## src/rtl/lsu_pkg.sv

```systemverilog
// Shared types for the memory-stage load/store unit: FSM states, funct3 codes, error codes.
package lsu_pkg;

  typedef enum logic [1:0] {
    S_IDLE = 2'd0,
    S_REQ  = 2'd1,
    S_WAIT = 2'd2,
    S_RESP = 2'd3
  } state_t;

  typedef enum logic [1:0] {
    E_NONE     = 2'd0,
    E_MISALIGN = 2'd1,
    E_FUNCT3   = 2'd2,
    E_TIMEOUT  = 2'd3
  } err_code_t;

  localparam logic [2:0] F3_B  = 3'b000;
  localparam logic [2:0] F3_H  = 3'b001;
  localparam logic [2:0] F3_W  = 3'b010;
  localparam logic [2:0] F3_BU = 3'b100;
  localparam logic [2:0] F3_HU = 3'b101;

endpackage

```

## src/rtl/lsu_align.sv

```systemverilog
// Combinational access checker, byte-lane steering for stores and load extraction/extension.
module lsu_align import lsu_pkg::*; (
  input  logic        we,
  input  logic [2:0]  funct3,
  input  logic [1:0]  addr_lo,
  input  logic [31:0] wdata,
  input  logic [31:0] bus_rdata,
  output err_code_t   code,
  output logic [3:0]  sel,
  output logic [31:0] lane_wdata,
  output logic [31:0] load_data
);

  logic [7:0]  rd_byte;
  logic [15:0] rd_half;

  always_comb begin
    code = E_NONE;
    case (funct3)
      F3_B, F3_BU: code = E_NONE;
      F3_H, F3_HU: if (addr_lo[0]) code = E_MISALIGN;
      F3_W:        if (addr_lo != 2'b00) code = E_MISALIGN;
      default:     code = E_FUNCT3;
    endcase
    // Unsigned variants only exist for loads; illegal funct3 outranks misalignment.
    if (we && funct3[2]) code = E_FUNCT3;
  end

  always_comb begin
    sel        = 4'b1111;
    lane_wdata = wdata;
    case (funct3[1:0])
      2'b00: begin
        sel        = 4'b0001 << addr_lo;
        lane_wdata = {4{wdata[7:0]}};
      end
      2'b01: begin
        sel        = 4'b0011 << {addr_lo[1], 1'b0};
        lane_wdata = {2{wdata[15:0]}};
      end
      default: begin
        sel        = 4'b1111;
        lane_wdata = wdata;
      end
    endcase
  end

  always_comb begin
    rd_byte = bus_rdata[7:0];
    case (addr_lo)
      2'd0: rd_byte = bus_rdata[7:0];
      2'd1: rd_byte = bus_rdata[15:8];
      2'd2: rd_byte = bus_rdata[23:16];
      2'd3: rd_byte = bus_rdata[31:24];
      default: rd_byte = bus_rdata[7:0];
    endcase
    rd_half = addr_lo[1] ? bus_rdata[31:16] : bus_rdata[15:0];

    load_data = bus_rdata;
    case (funct3)
      F3_B:    load_data = {{24{rd_byte[7]}}, rd_byte};
      F3_BU:   load_data = {24'd0, rd_byte};
      F3_H:    load_data = {{16{rd_half[15]}}, rd_half};
      F3_HU:   load_data = {16'd0, rd_half};
      default: load_data = bus_rdata;
    endcase
  end

endmodule

```

## src/rtl/wb_lsu_master.sv

```systemverilog
// Single-beat Wishbone pipelined initiator for the memory stage; traps bad accesses without bus activity.
// Optional bus-cycle abort is compiled in with LSU_TIMEOUT_EN.
module wb_lsu_master import lsu_pkg::*; #(
  parameter int ADDR_WIDTH     = 10,
  parameter int TIMEOUT_CYCLES = 15
) (
  input  logic                  clk,
  input  logic                  rst_n,
  input  logic                  req_valid,
  input  logic                  req_we,
  input  logic [2:0]            req_funct3,
  input  logic [31:0]           req_addr,
  input  logic [31:0]           req_wdata,
  output logic                  mem_stall,
  output logic                  done,
  output logic [31:0]           rdata,
  output logic                  err,
  output logic [1:0]            err_code,
  output logic                  wb_cyc,
  output logic                  wb_stb,
  output logic                  wb_wr_en,
  output logic [ADDR_WIDTH-1:0] wb_addr,
  output logic [31:0]           wb_wr_data,
  output logic [3:0]            wb_wr_sel,
  input  logic                  wb_ack,
  input  logic                  wb_stall,
  input  logic [31:0]           wb_rd_data
);

  state_t     state;
  err_code_t  chk_code;
  logic [3:0] sel;
  logic [31:0] lane_wdata;
  logic [31:0] load_data;
  logic       tmo_hit;
  logic       unused_bits;

  // Request fields are held stable by the stage until done, so extraction can read them live.
  lsu_align u_align (
    .we         (req_we),
    .funct3     (req_funct3),
    .addr_lo    (req_addr[1:0]),
    .wdata      (req_wdata),
    .bus_rdata  (wb_rd_data),
    .code       (chk_code),
    .sel        (sel),
    .lane_wdata (lane_wdata),
    .load_data  (load_data)
  );

  assign mem_stall   = req_valid & ~done;
  assign unused_bits = ^{req_addr[31:ADDR_WIDTH], 8'(TIMEOUT_CYCLES)};

`ifdef LSU_TIMEOUT_EN
  localparam logic [7:0] TMO_LAST = 8'(TIMEOUT_CYCLES - 1);
  logic [7:0] tmo_cnt;

  // Held at zero while idle, so it is clear on every entry to REQ.
  always_ff @(posedge clk or negedge rst_n) begin
    if (!rst_n) begin
      tmo_cnt <= 8'd0;
    end else if (state == S_REQ || state == S_WAIT) begin
      tmo_cnt <= tmo_cnt + 8'd1;
    end else begin
      tmo_cnt <= 8'd0;
    end
  end

  assign tmo_hit = (state == S_REQ || state == S_WAIT) && (tmo_cnt == TMO_LAST);
`else
  assign tmo_hit = 1'b0;
`endif

  always_ff @(posedge clk or negedge rst_n) begin
    if (!rst_n) begin
      state      <= S_IDLE;
      done       <= 1'b0;
      rdata      <= 32'd0;
      err        <= 1'b0;
      err_code   <= 2'd0;
      wb_cyc     <= 1'b0;
      wb_stb     <= 1'b0;
      wb_wr_en   <= 1'b0;
      wb_addr    <= '0;
      wb_wr_data <= 32'd0;
      wb_wr_sel  <= 4'd0;
    end else begin
      done <= 1'b0;
      case (state)
        S_IDLE: begin
          if (req_valid) begin
            if (chk_code == E_NONE) begin
              wb_cyc     <= 1'b1;
              wb_stb     <= 1'b1;
              wb_wr_en   <= req_we;
              wb_addr    <= req_addr[ADDR_WIDTH-1:0];
              wb_wr_data <= lane_wdata;
              wb_wr_sel  <= sel;
              state      <= S_REQ;
            end else begin
              rdata    <= 32'd0;
              err      <= 1'b1;
              err_code <= chk_code;
              done     <= 1'b1;
              state    <= S_RESP;
            end
          end
        end
        S_REQ: begin
          // Any ack seen here belongs to nobody we are waiting on and is dropped.
          if (tmo_hit) begin
            wb_cyc   <= 1'b0;
            wb_stb   <= 1'b0;
            rdata    <= 32'd0;
            err      <= 1'b1;
            err_code <= E_TIMEOUT;
            done     <= 1'b1;
            state    <= S_RESP;
          end else if (!wb_stall) begin
            wb_stb <= 1'b0;
            state  <= S_WAIT;
          end
        end
        S_WAIT: begin
          if (wb_ack) begin
            wb_cyc   <= 1'b0;
            rdata    <= wb_wr_en ? 32'd0 : load_data;
            err      <= 1'b0;
            err_code <= E_NONE;
            done     <= 1'b1;
            state    <= S_RESP;
          end else if (tmo_hit) begin
            wb_cyc   <= 1'b0;
            wb_stb   <= 1'b0;
            rdata    <= 32'd0;
            err      <= 1'b1;
            err_code <= E_TIMEOUT;
            done     <= 1'b1;
            state    <= S_RESP;
          end
        end
        S_RESP: begin
          state <= S_IDLE;
        end
        default: begin
          state <= S_IDLE;
        end
      endcase
    end
  end

endmodule

```

## config.mk

```make
export PLATFORM = sky130hd
export DESIGN_NAME = wb_lsu_master
export DESIGN_NICKNAME = d
export VERILOG_FILES = /design/src/rtl/lsu_pkg.sv /design/src/rtl/lsu_align.sv /design/src/rtl/wb_lsu_master.sv
export SDC_FILE = /design/constraint.sdc
export NUM_CORES = 1
export LEC_CHECK = 0
export ABC_AREA = 1
export CORE_MARGIN = 2
export CORE_UTILIZATION = 40
export DETAILED_ROUTE_END_ITERATION = 8
export GPL_TIMING_DRIVEN = 0
export PLACE_DENSITY = 0.8
export SLEW_MARGIN = 15
export SYNTH_ARGS = -nofsm -noshare
export SYNTH_HDL_FRONTEND = slang
export SYNTH_SLANG_ARGS = --single-unit
```

## constraint.sdc

```tcl
create_clock -name clk -period 2.8 [get_ports clk]
set_clock_uncertainty 0.05 [all_clocks]
set_input_delay 0.28 -clock clk [delete_from_list [all_inputs] [get_ports clk]]
set_output_delay 0.28 -clock clk [all_outputs]
set_load 0.01 [all_outputs]
```

After elaboration in Yosys (flattened, before gate mapping)
Index checks and enable logic that the tools add are counted.
Widths: inputs -> output; s select.
{"block": "word_totals", "memories": 0, "regBits": 87, "word_cells": 83, "latchBits": 0, "romBits": 0, "mem_bits_rw": 0}
{"block": "classes", "n_eq_ne": 16, "n_lt_le_gt_ge": 0, "muxes": 36, "mul": 0, "shifts": 2, "n_addsub": 0, "n_reduce_logical": 16, "n_bitwise": 2, "n_div": 0}
{"op": "$mux 32", "count": 4}
{"op": "$pmux 32 s2", "count": 2}
{"op": "$pmux 32 s4", "count": 1}
{"op": "$pmux 8 s4", "count": 1}
{"op": "$mux 16", "count": 1}
{"op": "$mux 2", "count": 8}
{"op": "$reduce_and 4->1", "count": 3}
{"op": "$mux 1", "count": 11}
{"op": "$ne 2x2->1 const B", "count": 5}
{"op": "$eq 2x2->1 const B", "count": 4}
{"op": "$logic_not 2->1", "count": 4}
{"op": "$pmux 1 s2", "count": 4}
{"op": "$pmux 2 s4", "count": 1}
{"op": "$pmux 4 s2", "count": 1}
{"op": "$eq 2x1->1 const B", "count": 3}
{"op": "$eq 3x3->1 const B", "count": 2}
{"op": "$pmux 2 s3", "count": 1}
{"op": "$reduce_and 3->1", "count": 2}
{"op": "$reduce_bool 2->1", "count": 3}
{"op": "$pmux 2 s2", "count": 1}
{"op": "$reduce_or 2->1", "count": 2}
{"op": "$shl 1x2->4 const A", "count": 1}
{"op": "$shl 2x2->4 const A", "count": 1}
{"op": "$eq 3x1->1 const B", "count": 1}
{"op": "other kinds (5)", "count": 5}

Logic depth before layout (Yosys ltp)
Gate-level depths: netlist (run 1).
{"block": "depth", "ltp_word": 8, "ltp_mapped": 10}

Hierarchy
From an unflattened synthesis (run 1), not the netlist that was laid out.
{"block": "unflattened", "hier_cells": 710, "hier_area_um2": 5061.1}
{"mod": "wb_lsu_master", "cells_per_inst": 474, "instances": 1, "area_per_inst_um2": 3898.7, "seq_area_each_um2": 2177.1}
{"mod": "lsu_align", "cells_per_inst": 236, "instances": 1, "area_per_inst_um2": 1162.4, "seq_area_each_um2": 0.0}

Worst setup path before layout (run 1)
No wires, ideal clock.
{"block": "synth_path", "kind": "register to register", "from": "reg state[0]", "to": "reg rdata[19]", "path_slack_ps": 1123, "t_arrival_ps": 1510, "period_less_slack_ps": 1677, "stages_incl_launch_ff": 11, "setup_ps": 118, "n_path_buf": 2, "path_cell_list": "dfrtp_1 > inv_1 > ha_1 > inv_1 > nand2_1 > a21oi_1 > nand2_2 > buf_6 > buf_6 > nand2_1 > nand2_1"}
{"block": "synth_between", "elab_chain_len": 3, "elab_cells_between_ends": 8}
{"element": "start: declaration", "line_no": "wb_lsu_master.sv:30", "text": "state_t state;"}
{"element": "start signal: assignment", "line_no": "wb_lsu_master.sv:76", "text": "state <= S_IDLE;"}
{"element": "start signal: assignment", "line_no": "wb_lsu_master.sv:99", "text": "state <= S_REQ;"}
{"element": "start signal: assignment", "line_no": "wb_lsu_master.sv:105", "text": "state <= S_RESP;"}
{"element": "$eq 2x2->1 or $logic_not 2->1 (tied branches)", "line_no": "wb_lsu_master.sv:89", "text": "case (state)"}
{"element": "$ne 2x2->1 (no source line) or $reduce_bool 2->1 (tied branches)"}
{"element": "$reduce_and 4->1 (no source line)"}
{"element": "end signal: assignment", "line_no": "wb_lsu_master.sv:127", "text": "rdata <= wb_wr_en ? 32'd0 : load_data;"}
{"element": "end: declaration", "line_no": "wb_lsu_master.sv:16", "text": "output logic [31:0] rdata,"}
Several ways; a longest one is shown, not always the timed one.
A chain may end at the register's enable or synchronous reset.

Worst setup path in the final report (run 1)
{"block": "layout_path", "from": "reg state[0]", "to": "reg rdata[1]"}
The elaborated chain is that of the path after synthesis.

==> impl_metrics.yaml, run 1 <==
power_and_ir_drop:
  p_switching_uw: 2000
  pwr_density_cell_nw_per_um2: 874
  combinationalPowerShare: 0.463
  power_uw: 5630
  p_leak_uw: 0.00306
  pwr-share-clk: 0.170
  power_frac_seq: 0.367
  vdd_drop_max_uv: 489
  intPower_uw: 3630
  p_sw_frac: 0.355
route:
  firstDrtPassIters: 6
  drt-initial-drc-count: 209
  drc: 0
  vias: 4484
  avgViaCountPerCell: 5.15
  ant_nets: 0
  wl_per_cell_um: 16.0
  drt_wl_total_um: 14000
critical_path:
  crit_path_frequent_cell: "inv_1"
  cpPeakStageDelay_ns: 0.39
  cp.required_ns: 3.02
  endpoint_kind: "flop"
  path_class: "flop to flop"
  arrival_ns: 2.26
  start_kind: "flop"
  crit_path_max_fanout: 10
  worstPathCellList: "inv_1 -> ha_1 -> inv_1 -> nand2_1 -> a21oi_1 -> nand3_1 -> o21ai_0"
  crit_slowest_cell: "dfrtp_1"
sta:
  max_freq_mhz: 490
  timing.final.crit_share: 0.729
  slew_viol_final: 0
  rsz0062_at_grt: "no"
  tightest_slew_ns: 0.550
  fin_setup_tns_ns: 0
  hold_ws_ns: 0.386
  setup_violations: 0
  slew_headroom: 0.633
  min_period_ns: 2.04
  hold_viol_final: 0
floorplanning:
  design.die.area_um2: 11700
  initial_core_util: 0.405
  num_rows: 38
  die_y_um: 108
  core_region_area_um2: 10700
  io_pins: 191
  die_w_um: 108
global_route:
  grt_antenna_before_repair: 0
  grt_max_degree: 50
  grt_pass1_wl_um: 22200
  grt_pass1_vias: 4550
  grt.overflow.total: 0
  grt_usage: 0.244
yosys:
  synth_fp_nets: 654
  avgSynthCellArea_um2: 7.94
  postSynthCellCount: 546
  ys_warn_count: 0
  synth_top_area_cell: "dfrtp_1"
  synth_top_cell_area_share: 0.502
  syn-cell-area_um2: 4330
  synth_top_cells_by_area: "dfrtp_1, nand2_1, o21ai_0, nand3_1, a21oi_1"
  yosysSeqAreaShare: 0.502
  yosys_register_bits: 87
  yosysUniqueCellTypes: 31
cts:
  cts_tree: "done"
  cts_sinks: 87
  clk_path_buf_depth: 2
  cts-root-buf: "clkbuf_8"
  cts-buffers-inserted: 9
  clock_latency_ns: 0.36
  postCtsSetupBuffers: 0
  path_clk_slew_ns: 0.09
  cts_max_level: 3
flow_run:
  max_cap_viol_count: 0
layout:
  area_delta_synth_final_pct: 48.5
  num_antenna_cells: 0
  final_nets: 835
  drive_gt1_frac: 0.0793
place:
  globalplace.congestion: 0.967
  portBuffers: 168
  dp_hpwl_um: 10600
outcome:
  outcome: "completed"
worst_hold_path:
  hold_class: "input pin to async pin"
[layer usage]
metal / part of all wire / wire length [um] / global-route usage
met2: 0.48 / 6700 / 0.423
met3: 0.10 / 1440 / 0.0645
met4: 0.017 / 236 / 0.0852
met1: 0.40 / 5580 / 0.294
met5: 0 / 0 / 0
[through the flow]
stage / util / std cells / worst slack, ns / cell area, um2
final: 0.602 / 871 / 0.760 / 6440
after global routing: 0.602 / 871 / 0.533 / 6440
after CTS: 0.602 / 871 / 0.784 / 6440
after detailed placement: 0.581 / 855 / 0.528 / 6210
after global placement: 0.579 / 854 / -1.69 / 6190
after floorplan: - / 546 / 1.12 / 4330
[synth_stat cells (all sizes together)]
cell type    n
nand2      213
a22oi        1
clkbuf       6
ha           3
dfrtp       87
o211ai       7
nand4        2
buf         19
or2          7
nor2        17
o21ai       74
inv         38
nor3         2
o21bai       1
nand3       39
o21a         1
a21oi       29
[cell families (layout without fill, tap and decap cells)]
kind of cell	count (synthesis)	after routing	share of synthesized area
and+or+nand+nor	280	280	0.276
AOI/OAI and AO/OA	113	113	0.138
DFF	87	87	0.502
buffers and inverters	63	248	0.0748
adders and majority gates	3	3	0.00866
[final timing paths]
check	from	to	slack, ns	cells past startpoint
max	state[0]	rdata[1]	0.76	7
min	rst_n	rdata[11]	0.39	2
max reg2reg	state[0]	rdata[1]	0.76	7
min reg2reg	rdata[12]	rdata[12]	0.43	2
max in group asynchronous	rst_n	state[1]	1.68	3
min in group clk	req_addr[8]	wb_addr[8]	0.41	3
[registers in the layout, indices dropped and copies added, names as in the netlist]
| name | count |
|---|---|
| wb_cyc | 1 |
| wb_addr | 10 |
| err | 1 |
| state | 2 |
| wb_stb | 1 |
| rdata | 32 |
| wb_wr_sel | 4 |
| err_code | 2 |
| done | 1 |
| wb_wr_en | 1 |
| wb_wr_data | 32 |
[layout by cell type (no fill, tap or decap), types with 2 or more instances in the layout]
cell type and instances:
o21ai_0 59, buf_2 4, inv_1 36, buf_4 8
clkinv_2 2, clkbuf_1 7, nand2_1 211, nand3_1 35
nor2_4 2, o211ai_1 7, dfrtp_1 87, clkdlybuf4s50_1 167
clkbuf_8 10, o21ai_1 14, a21oi_1 28, buf_6 6
nor2_1 11, nand2_2 2, nand3_2 2, nor2_2 4
inv_2 2, or2_2 7, nor3_1 2, ha_1 3
bufinv_16 2, nand3_4 2
[final cells by class]
cell class,instances,area (um2)
buffer,25,181
clock buffer,11,141
clock inverter,4,70.1
fill,959,4260
inverter,38,143
multi-input combinational,396,1830
sequential,87,2180
tap,140,175
timing repair buffer,170,1720
[critical path: cells and delay by family, from the launching register on]
| family | cells | cell delay, ns |
|---|---|---|
| buf+inv | 2 | 0.21 |
| simple gates | 2 | 0.44 |
| flops | 1 | 0.39 |
| compound gates | 2 | 0.61 |
| fa+ha+maj | 1 | 0.25 |
[what timing repair did]
item                                   in CTS  in global routing
resized for setup                           0                  0
hold buffers                                1                  0
endpoints found under the hold margin      38                  0
[power groups by stage]
stage               combinational, uW  clock (uW)  sequential [uW]
floorplan                         943           0             2260
global placement                 2540           0             2060
detailed placement               2620           0             2060
CTS                              2620         976             2060
global route                     2840        1020             2110
finish                           2610         959             2060
No activity file was read; power rests on OpenSTA's default activity.
==> run 2, diff against run 1 <==
==> constraint.sdc (replaced) <==
create_clock -name clk -period 2.1 [get_ports clk]
set_clock_uncertainty 0.05 [all_clocks]
set_input_delay 0.21 -clock clk [delete_from_list [all_inputs] [get_ports clk]]
set_output_delay 0.21 -clock clk [all_outputs]
set_load 0.01 [all_outputs]
==> impl_metrics.yaml, run 2 (synthesis gave the netlist of run 1 again) <==
outcome:
  outcome: "completed"
worst_hold_path:
  hold_class: "input pin to async pin"
cts:
  cts_tree: "done"
  path_clk_slew_ns: 0.08
  cts_sinks: 87
  cts-root-buf: "clkbuf_8"
  cts-buffers-inserted: 9
  cts_max_level: 3
  clock_latency_ns: 0.36
  clk_path_buf_depth: 2
  postCtsSetupBuffers: 0
layout:
  seq_area_um2: 2180
  num_antenna_cells: 0
  area_delta_synth_final_pct: 48.7
  multi_input_area_um2: 1840
  nFillCells: 955
  top_regs: "rdata x32, wb_wr_data x32, wb_addr x10"
  final_cell_area_um2: 6440
  final_cell_mix: "nand2_1, clkdlybuf4s50_1, dfrtp_1"
  final_nets: 835
  drive_gt1_frac: 0.0821
  final_common_cell: "nand2_1"
place:
  dp_hpwl_um: 10600
  placed_area_um2: 6210
  globalplace.congestion: 0.967
  portBuffers: 168
power_and_ir_drop:
  combinationalPowerShare: 0.464
  p_leak_uw: 0.00306
  pwr-share-clk: 0.170
  vdd_drop_max_uv: 652
  p_switching_uw: 2670
  p_sw_frac: 0.355
  pwr_density_cell_nw_per_um2: 1170
  power_frac_seq: 0.366
  intPower_uw: 4850
critical_path:
  r2r_slack_ns: 0.20
  cp.required_ns: 2.35
  start_kind: "flop"
  crit_start: "state[0]"
  endpoint_kind: "flop"
  worstPathCellList: "inv_1 -> ha_1 -> inv_1 -> nand2_1 -> a21oi_2 -> nand2_2 -> nor2_4 -> buf_4 -> nand3_1 -> nand2_1"
  critical_path.top_delay_family: "simple AND/OR/NAND/NOR gates"
  cp.depth: 10
  cp_num_buf_inv: 3
  cpPeakStageDelay_ns: 0.38
  r2r_start: "state[0]"
  path_class: "flop to flop"
  rr_worst_depth: 10
  crit_slowest_cell: "dfrtp_1"
  arrival_ns: 2.15
  r2r_end: "rdata[18]"
  crit_path_max_fanout: 10
route:
  drc: 0
  wl_met2_um: 6680
  wl_per_cell_um: 16.0
  ant_nets: 0
  wl_met1_um: 5500
  firstDrtPassIters: 5
  vias: 4515
  avgViaCountPerCell: 5.18
  drt-initial-drc-count: 184
  drt_wl_total_um: 13900
  highest_layer: "met4"
  wl_met3_um: 1490
floorplanning:
  initial_core_util: 0.405
  design.die.area_um2: 11700
  die_y_um: 108
  num_rows: 38
  io_pins: 191
  die_w_um: 108
  core_region_area_um2: 10700
global_route:
  grt.overflow.total: 0
  grt_pass1_wl_um: 22200
  grt_antenna_before_repair: 0
  grt_usage: 0.244
  grt_max_degree: 50
  grt_pass1_vias: 4550
flow_run:
  max_cap_viol_count: 0
sta:
  timing.final.crit_share: 0.906
  slew_viol_final: 0
  rsz0062_at_grt: "no"
  hold_viol_final: 0
  min_period_ns: 1.90
  slew_headroom: 0.620
  setup_violations: 0
  hold_ws_ns: 0.320
  tightest_slew_ns: 0.570
  max_freq_mhz: 526
## run 2: cell counts in the layout (fill, tap and decap cells not counted)
No cell type changed its count.
## run 2: per-layer routing
| layer | vias to the layer above | track usage |
|---|---|---|
| met5 | - | 0 |
| met4 | 0 | 0.0852 |
| met3 | 34 | 0.0645 |
| met2 | 254 | 0.423 |
| met1 | 2093 | 0.294 |
| li1 | 2134 | - |
## run 2: worst max-delay path by stage
stage | endpoint | slack [ns]
after floorplan | rdata[19] | 0.42
after global placement | state[1] | -2.32
after detailed placement | rdata[5] | -0.10
after CTS | rdata[1] | 0.08
after global routing | rdata[28] | 0.04
final | rdata[18] | 0.20
## run 2: power by group through the flow
stage / sequential [uW] / combinational, uW / clock, uW
after global routing: 2810 / 3800 / 1360
after floorplan: 3020 / 1260 / 0
after global placement: 2740 / 3380 / 0
after detailed placement: 2750 / 3490 / 0
after CTS: 2740 / 3500 / 1300
final: 2750 / 3490 / 1280
## run 2: through the flow
stage / util / setup slack, ns / std cells / total power (uW) / setup TNS, ns
floorplan: - / 0.423 / 546 / 4270 / 0
global placement: 0.579 / -2.32 / 854 / 6120 / -201.62
detailed placement: 0.581 / -0.102 / 855 / 6240 / -0.521
CTS: 0.602 / 0.0844 / 871 / 7540 / 0
global route: 0.602 / 0.0421 / 871 / 7970 / 0
finish: 0.602 / 0.198 / 871 / 7510 / 0
## run 2: timing repair
action	CTS	global route
resized for setup	0	2
hold endpoints to repair	38	0
endpoints found under the setup margin	0	24
hold buffers	1	0
## run 2: final cells by class
class / instances / share of cell area
well taps: 140 / 0.0272
multi-input cells: 396 / 0.286
plain buffers: 25 / 0.0281
inverters: 38 / 0.0221
clock inverters: 4 / 0.0109
flip-flops and latches: 87 / 0.338
clock buffers: 11 / 0.0219
repair buffers: 170 / 0.266
